File: src/rtl/latch_write_arbiter.sv
// Round-robin arbiter and write sequencer for a shared bank of gated D latches.
// Each grant captures the owner's data, strobes the bank, verifies readback and retries on mismatch.
module latch_write_arbiter #(
    parameter int NREQ      = 4,
    parameter int WIDTH     = 8,
    parameter int MAX_RETRY = 2
) (
    input  logic                    clk,
    input  logic                    rst,
    input  logic [NREQ-1:0]         req,
    input  logic [NREQ*WIDTH-1:0]   wdata,
    output logic [NREQ-1:0]         ack,
    output logic [NREQ-1:0]         err,
    output logic [WIDTH-1:0]        latch_d,
    output logic                    latch_en,
    input  logic [WIDTH-1:0]        latch_q,
    output logic                    busy,
    output logic [2:0]              owner
);

    localparam int RW = (MAX_RETRY < 1) ? 1 : $clog2(MAX_RETRY + 1);
    localparam logic [RW-1:0] MAX_R = RW'(MAX_RETRY);

    typedef enum logic [1:0] {IDLE, CAPTURE, STROBE, CHECK} state_t;

    state_t              r_state;
    logic [2:0]          r_owner;
    logic [2:0]          r_rr_ptr;
    logic [RW-1:0]       r_retry;
    logic [WIDTH-1:0]    r_latch_d;
    logic                r_latch_en;
    logic [NREQ-1:0]     r_ack;
    logic [NREQ-1:0]     r_err;
    logic                r_match;

    logic                w_found;
    logic [2:0]          w_grant;
    logic [2:0]          w_cand;
    logic [WIDTH-1:0]    w_slice;
    logic [NREQ-1:0]     w_onehot;
    logic [2:0]          w_next_ptr;
    logic                w_match;

    // Search rr_ptr, rr_ptr+1, ... mod NREQ; candidate index is formed without a wide modulo.
    always_comb begin
        // NOTE: every combinational output gets a default first so no latch is inferred.
        w_found = 1'b0;
        w_grant = 3'd0;
        w_cand  = 3'd0;
        for (int k = 0; k < NREQ; k++) begin
            if (r_rr_ptr >= 3'(NREQ - k))
                w_cand = r_rr_ptr - 3'(NREQ - k);
            else
                w_cand = r_rr_ptr + 3'(k);
            if (!w_found && (|(req & (NREQ'(1) << w_cand)))) begin
                w_found = 1'b1;
                w_grant = w_cand;
            end
        end
    end

    always_comb begin
        w_slice = '0;
        for (int i = 0; i < NREQ; i++) begin
            if (r_owner == 3'(i))
                w_slice = wdata[i*WIDTH +: WIDTH];
        end
    end

    assign w_onehot   = NREQ'(1) << r_owner;
    assign w_next_ptr = (r_owner == 3'(NREQ - 1)) ? 3'd0 : r_owner + 3'd1;
    // Readback is judged while the bank is still transparent, so ack/err can be registered into CHECK.
    assign w_match    = (latch_q == r_latch_d);

    // NOTE: sequential state uses non-blocking assignments only, so every register samples pre-edge values.
    always_ff @(posedge clk or posedge rst) begin
        if (rst) begin
            r_state    <= IDLE;
            r_owner    <= 3'd0;
            r_rr_ptr   <= 3'd0;
            r_retry    <= '0;
            r_latch_d  <= '0;
            r_latch_en <= 1'b0;
            r_ack      <= '0;
            r_err      <= '0;
            r_match    <= 1'b0;
        end else begin
            r_ack      <= '0;
            r_err      <= '0;
            r_latch_en <= 1'b0;
            case (r_state)
                IDLE: begin
                    if (w_found) begin
                        r_owner <= w_grant;
                        r_state <= CAPTURE;
                    end
                end
                CAPTURE: begin
                    r_latch_d  <= w_slice;
                    r_retry    <= '0;
                    r_latch_en <= 1'b1;
                    r_state    <= STROBE;
                end
                STROBE: begin
                    r_match <= w_match;
                    if (w_match)
                        r_ack <= w_onehot;
                    else if (r_retry == MAX_R)
                        r_err <= w_onehot;
                    r_state <= CHECK;
                end
                CHECK: begin
                    if (r_match || (r_retry == MAX_R)) begin
                        r_rr_ptr <= w_next_ptr;
                        r_owner  <= 3'd0;
                        r_state  <= IDLE;
                    end else begin
                        r_retry    <= r_retry + RW'(1);
                        r_latch_en <= 1'b1;
                        r_state    <= STROBE;
                    end
                end
                default: r_state <= IDLE;
            endcase
        end
    end

    assign ack      = r_ack;
    assign err      = r_err;
    assign latch_d  = r_latch_d;
    assign latch_en = r_latch_en;
    assign owner    = r_owner;
    assign busy     = (r_state != IDLE);

endmodule

File: config.mk
export PLATFORM = sky130hd
export DESIGN_NAME = latch_write_arbiter
export DESIGN_NICKNAME = d
export VERILOG_FILES = /design/src/rtl/latch_write_arbiter.sv
export SDC_FILE = /design/constraint.sdc
export NUM_CORES = 1
export LEC_CHECK = 0
export CORE_ASPECT_RATIO = 1.75
export CORE_UTILIZATION = 40
export DETAILED_ROUTE_END_ITERATION = 8
export PLACE_DENSITY_LB_ADDON = 0.25
export SETUP_SLACK_MARGIN = 0.2
export SLEW_MARGIN = 20
export SYNTH_ARGS = -nofsm -noshare
export SYNTH_HDL_FRONTEND = slang
export SYNTH_SLANG_ARGS = --single-unit
File: constraint.sdc
create_clock -name clk -period 2.4 [get_ports clk]
set_input_delay 0.36 -clock clk [delete_from_list [all_inputs] [get_ports clk]]
set_output_delay 0.36 -clock clk [all_outputs]
set_load 0.1 [all_outputs]
# Yosys cells after proc, flatten, opt, wreduce, memory -nomap -nowiden
# Index checks and enable logic that the tools add are counted.
classes:
  addsub: 9
  magnitude_cmp: 4
  n_reduce_logical: 19
  shifts: 5
  n_bitwise: 4
  mux: 32
  n_eq_ne: 11
op_table:
  columns: ["op", "n"]
  rows:
  - ["two-way mux 3 bit", 11]
  - ["two-way mux 8 bit", 4]
  - ["two-way mux 4 bit", 5]
  - ["left shift 1 x 3 -> 4 bit, first input constant", 5]
  - ["AND 4 bit", 4]
  - ["OR reduction 4 bit", 4]
  - ["equality test 8 bit", 1]
  - ["case mux 2 bit (4 select lines)", 1]
  - ["adder 3 x 1 -> 3 bit, second input constant", 2]
  - ["adder 3 x 2 -> 3 bit, second input constant", 2]
  - ["equality test 2 bit, second input constant", 3]
  - ["equality test 3 x 2 -> 1 bit, second input constant", 2]
  - ["greater-or-equal comparator 3 x 2 -> 1 bit, second input constant", 2]
  - ["two-way mux 2 bit", 3]
  - ["inequality test 2 bit, second input constant", 3]
  - ["case mux 3 bit (2 select lines)", 1]
  - ["nonzero test 2 bit", 3]
  - ["subtractor 3 x 2 -> 3 bit, second input constant", 2]
  - ["two-way mux 1 bit", 5]
  - ["case mux 2 bit (2 select lines)", 1]
  - ["AND reduction 2 bit", 2]
  - ["equality test 3 x 1 -> 1 bit, second input constant", 1]
  - ["greater-or-equal comparator 3 x 1 -> 1 bit, second input constant", 1]
  - ["greater-or-equal comparator 3 bit, second input constant", 1]
  - ["11 further kinds", 15]
word_totals:
  ff_bits: 28
  out_inout_bits: 21

# Depth between registers and ports, before layout
logic_depth:
  ltp_word: 17
  ltp_mapped: 9
  mapped_depth_nobuf: 8

# Least setup slack after synthesis
# Ideal clock, no wire load.
synth_timing:
  path_kind: "flip-flop to flip-flop"
  from: "register r_owner[0] (netlist: owner[0])"
  to: "register r_latch_d[3] (netlist: latch_d[3])"
  path_slack_ps: 29
  arrival_ps: 2239
  path_stages_with_launch: 9
  t_required_ps: 2268
  period_less_slack_ps: 2371
  setup_time_ps: 132
  cell_sequence: "dfrtp_1 > inv_1 > ha_1 > nand2b_1 > clkbuf_1 > buf_1 > a211oi_1 > a21oi_1 > o21ai_1"
synth_between:
  elab_chain_cells: 5
synth_lines:
  columns: ["element", "line_no", "rtl"]
  rows:
  - ["start, declared", "27", "logic [2:0] r_owner;"]
  - ["start signal, assigned", "94", "r_owner <= w_grant;"]
  - ["logical NOT 3 bit", "65", "if (r_owner == 3'(i))"]
  - ["two-way mux 8 bit (3 in a row)", "65", null]
  - ["two-way mux 8 bit (*)", "65", null]
  - ["end signal, assigned", "99", "r_latch_d <= w_slice;"]
  - ["end, declared", "30", "logic [WIDTH-1:0] r_latch_d;"]
# Mark *: on every way between the ends. The rest lies on a longest branch, timed or not.
# A chain may end at the register's enable or synchronous reset.

# Final worst setup path
layout_timing:
  from: "register r_rr_ptr[1]"
  to: "register r_owner[1] (netlist: owner[1])"
layout_between:
  elab_chain_cells: 17
layout_lines:
  columns: ["element", "line_no", "rtl"]
  rows:
  - ["start, declared", "28", "logic [2:0] r_rr_ptr;"]
  - ["start signal, assigned", "114", "r_rr_ptr <= w_next_ptr;"]
  - ["subtractor 3 bit or greater-or-equal comparator 3 bit (tied branches)", "52, 51", null]
  - ["two-way mux 3 bit", "51", "if (r_rr_ptr >= 3'(NREQ - k))"]
  - ["left shift 1 x 3 -> 4 bit", "55", "if (!w_found && (|(req & (NREQ'(1) << w_cand)))) begin"]
  - ["AND 4 bit", "55", null]
  - ["OR reduction 4 bit", "55", null]
  - ["two-way mux 1 bit", "55", null]
  - ["logical NOT 1 bit", "55", null]
  - ["logical AND 1 bit", "55", null]
  - ["two-way mux 1 bit", "55", null]
  - ["logical NOT 1 bit", "55", null]
  - ["logical AND 1 bit", "55", null]
  - ["two-way mux 1 bit", "55", null]
  - ["logical NOT 1 bit", "55", null]
  - ["logical AND 1 bit", "55", null]
  - ["two-way mux 3 bit or two-way mux 1 bit (tied branches)", "55", null]
  - ["two-way mux 3 bit or inequality test 2 bit (tied branches)", null, null]
  - ["case mux 3 bit (2 select lines) or AND reduction 3 bit (tied branches)", null, null]
# Parallel ways exist; a longest one is shown, timed or not. The select of a mux whose other input is x is not followed.

==> results_dict.tcl <==
set metrics [dict create \
    area_growth_pct 51.60 \
    clockBufferDepth 2 \
    htreeDepth 1 \
    yosysTopAreaCellShare 0.3980 \
    place_area_um2 2466 \
    cts_tree "built" \
    rsz0062_at_grt "yes" \
    yosysTopAreaCell "dfrtp_1" \
    vias 1708 \
    syn_nets 256 \
    hold_slack_ps 441.4 \
    outcome "complete, no violations" \
    synth_area_per_cell_um2 8.982 \
    drtPass1Iterations 6 \
    start_util 0.4203 \
    ys_types 38 \
    total_power_uw 3490 \
    synth_most_common_cell "dfrtp_1" \
    netlist_area_um2 1760 \
    cts.sinks 28 \
    synth_ff_type "dfrtp_1" \
    clk_pin_slew_ps 90 \
    min_period_ps 2136 \
    drive_above_1_share 0.2234 \
    seq_area_frac_synth 0.3980 \
    crit_buf_inv 2 \
    place_ws_ps 175.1 \
    hold_viol 0 \
    antenna_found_initial 0 \
    antenna_left 0 \
    crit_fanout 6 \
    synth_enable_flop_cells 0 \
    io_pins 67 \
    seqCellArea_um2 704.4 \
    dieHeight_um 89.76 \
    skew_ps 3.620 \
    cts_buffers 3 \
    relSlewSlack 0.6665 \
    yosys_warnings 0 \
    gr-total-overflow 0 \
    fin_nets 334 \
    cp-start-kind "register" \
    synth_common_cells "dfrtp_1, nor2_1, nand2_1" \
    slowest_delay_ps 410 \
    fin_ws_ps 263.9 \
    viasPerCell 5.304 \
    portBuffers 66 \
    cap_violations 0 \
    end_kind "register" \
    clock_latency_ps 270 \
    cp.arrival_ps 2290 \
    tns_ps 0 \
    syn_inst 196 \
    drc 0 \
    ir_drop_v 0.0008773 \
    fmax_mhz 468.1 \
    final_area_um2 2669 \
    period_share 0.8900 \
    worstPathRequired_ps 2550 \
    power.density_nw_per_um2 1308 \
    dp.final_hpwl_um 3628 \
    first_global_vias 1636 \
    fillers 357 \
    path_class "register to register" \
    leakagePower_uw 0.001206 \
    multiInputGateArea_um2 1070 \
    setup-violations-final 0 \
    drt-total-wl_um 4745 \
    fp-row-count 31 \
    grt_usage 0.2121 \
    tightest_slew_ps 495.7 \
    drv_slew 0 \
    ys_ff_latch 28 \
    synthArstFlopShare 1.000 \
    path_delay_family "compound AO/OA/AOI/OAI gates" \
    hold_class "input port to async pin" \
    antenna_cells 0 \
    dieArea_um2 4681 \
    wl_per_cell_um 14.74 \
    die_x_um 52.15 \
    synth_area_leaders "dfrtp_1, ha_1, a22oi_1, nor2_1, nand2_1" \
    gp_congestion 0.8660 \
    cpMaxStageDelayCell "dfrtp_1" \
    clockRootBuffer "clkbuf_8" \
    crit_chain "buf_6, clkinvlp_4, ha_4, a22oi_1, nand2_1, and2_4, and3_1, a2111oi_2, o21ai_1" \
    detail_route.iter0.violations 20 \
    grt_max_degree 29 \
    core_area_um2 4189 \
    grt_pass1_wl_um 7569 \
]
[logic make-up (layout without fill, tap and decap cells)]
kind of cell,Yosys count,after routing,share of synthesized area
adder cells (fa/ha/maj),14,14,0.09950
buffers and inverters,17,94,0.04051
flip-flops,28,28,0.3980
XOR/XNOR,10,10,0.04975
AND/OR/NAND/NOR,67,67,0.1791
AO/OA/AOI/OAI,60,60,0.2331
[tightest hold or removal path, stage by stage]
cell	delay [ps]
clkdlybuf4s50_1	390
inv_1	50
buf_4	320
[state kept, by name, indices dropped and copies added (netlist names)]
signal	flops
latch_d	8
latch_en	1
r_state	2
err	4
r_match	1
r_retry	2
r_rr_ptr	3
ack	4
owner	3
[placed cells by master, fill, tap and decap left out, types with 3 or more instances in the layout]
cell type / n
inv_1: 8
a211oi_1: 8
nand2_1: 20
o21ai_1: 3
a21oi_1: 8
nor2_1: 23
dfrtp_1: 25
clkbuf_8: 3
o21ai_0: 12
buf_4: 33
a22oi_1: 13
nand3_1: 3
xor2_1: 8
clkdlybuf4s50_1: 45
dfrtp_2: 3
ha_1: 11
nand2b_1: 7
[layer usage]
metal / global-route usage / routed length, µm / vias to the layer above
li1: - / - / 850
met1: 0.2413 / 1764 / 793
met2: 0.3718 / 2635 / 53
met3: 0.02200 / 221 / 12
met4: 0.1075 / 124 / 0
met5: 0 / 0 / -
[layout make-up]
class,instances,share of cell area
multi-input combinational,151,0.4008
clock inverter,1,0.01125
tap,49,0.02297
inverter,10,0.01547
clock buffer,3,0.01547
timing repair buffer,80,0.2700
sequential,28,0.2639
[repair_timing]
item	4_1_cts	5_1_grt
resized for setup	2	18
hold buffers	0	0
gates cloned	0	0
pin swaps	1	8
buffers inserted	0	5
endpoints found under the setup margin	1	3
[per-stage QoR]
stage / util / std cells
6_report: 0.6371 / 322
5_1_grt: 0.6371 / 322
4_1_cts: 0.6090 / 317
3_5_place_dp: 0.5887 / 313
3_3_place_gp: 0.5887 / 313
2_1_floorplan: - / 196
[report_power, final]
part / leakage, µW / internal (µW) / switching [µW] / total, µW
clock network: 0.0000357 / 223 / 140 / 364
registers: 0.000361 / 609 / 134 / 742
logic: 0.000810 / 861 / 1520 / 2380
[final timing paths]
path                                         start                      to  slack, ps  cells past startpoint
max                        r_rr_ptr[1]$_DFFE_PP0P_    owner[1]$_DFFE_PP0P_        260                      9
min                                            rst        err[1]$_DFF_PP0_        440                      3
max reg2reg                r_rr_ptr[1]$_DFFE_PP0P_    owner[1]$_DFFE_PP0P_        260                      9
min reg2reg                 r_retry[1]$_DFFE_PP0P_  r_retry[1]$_DFFE_PP0P_        510                      2
max in group asynchronous                      rst    owner[1]$_DFFE_PP0P_       1680                      3
min in group clk            r_retry[1]$_DFFE_PP0P_  r_retry[1]$_DFFE_PP0P_        510                      2
No activity file was read; power rests on OpenSTA's default activity.
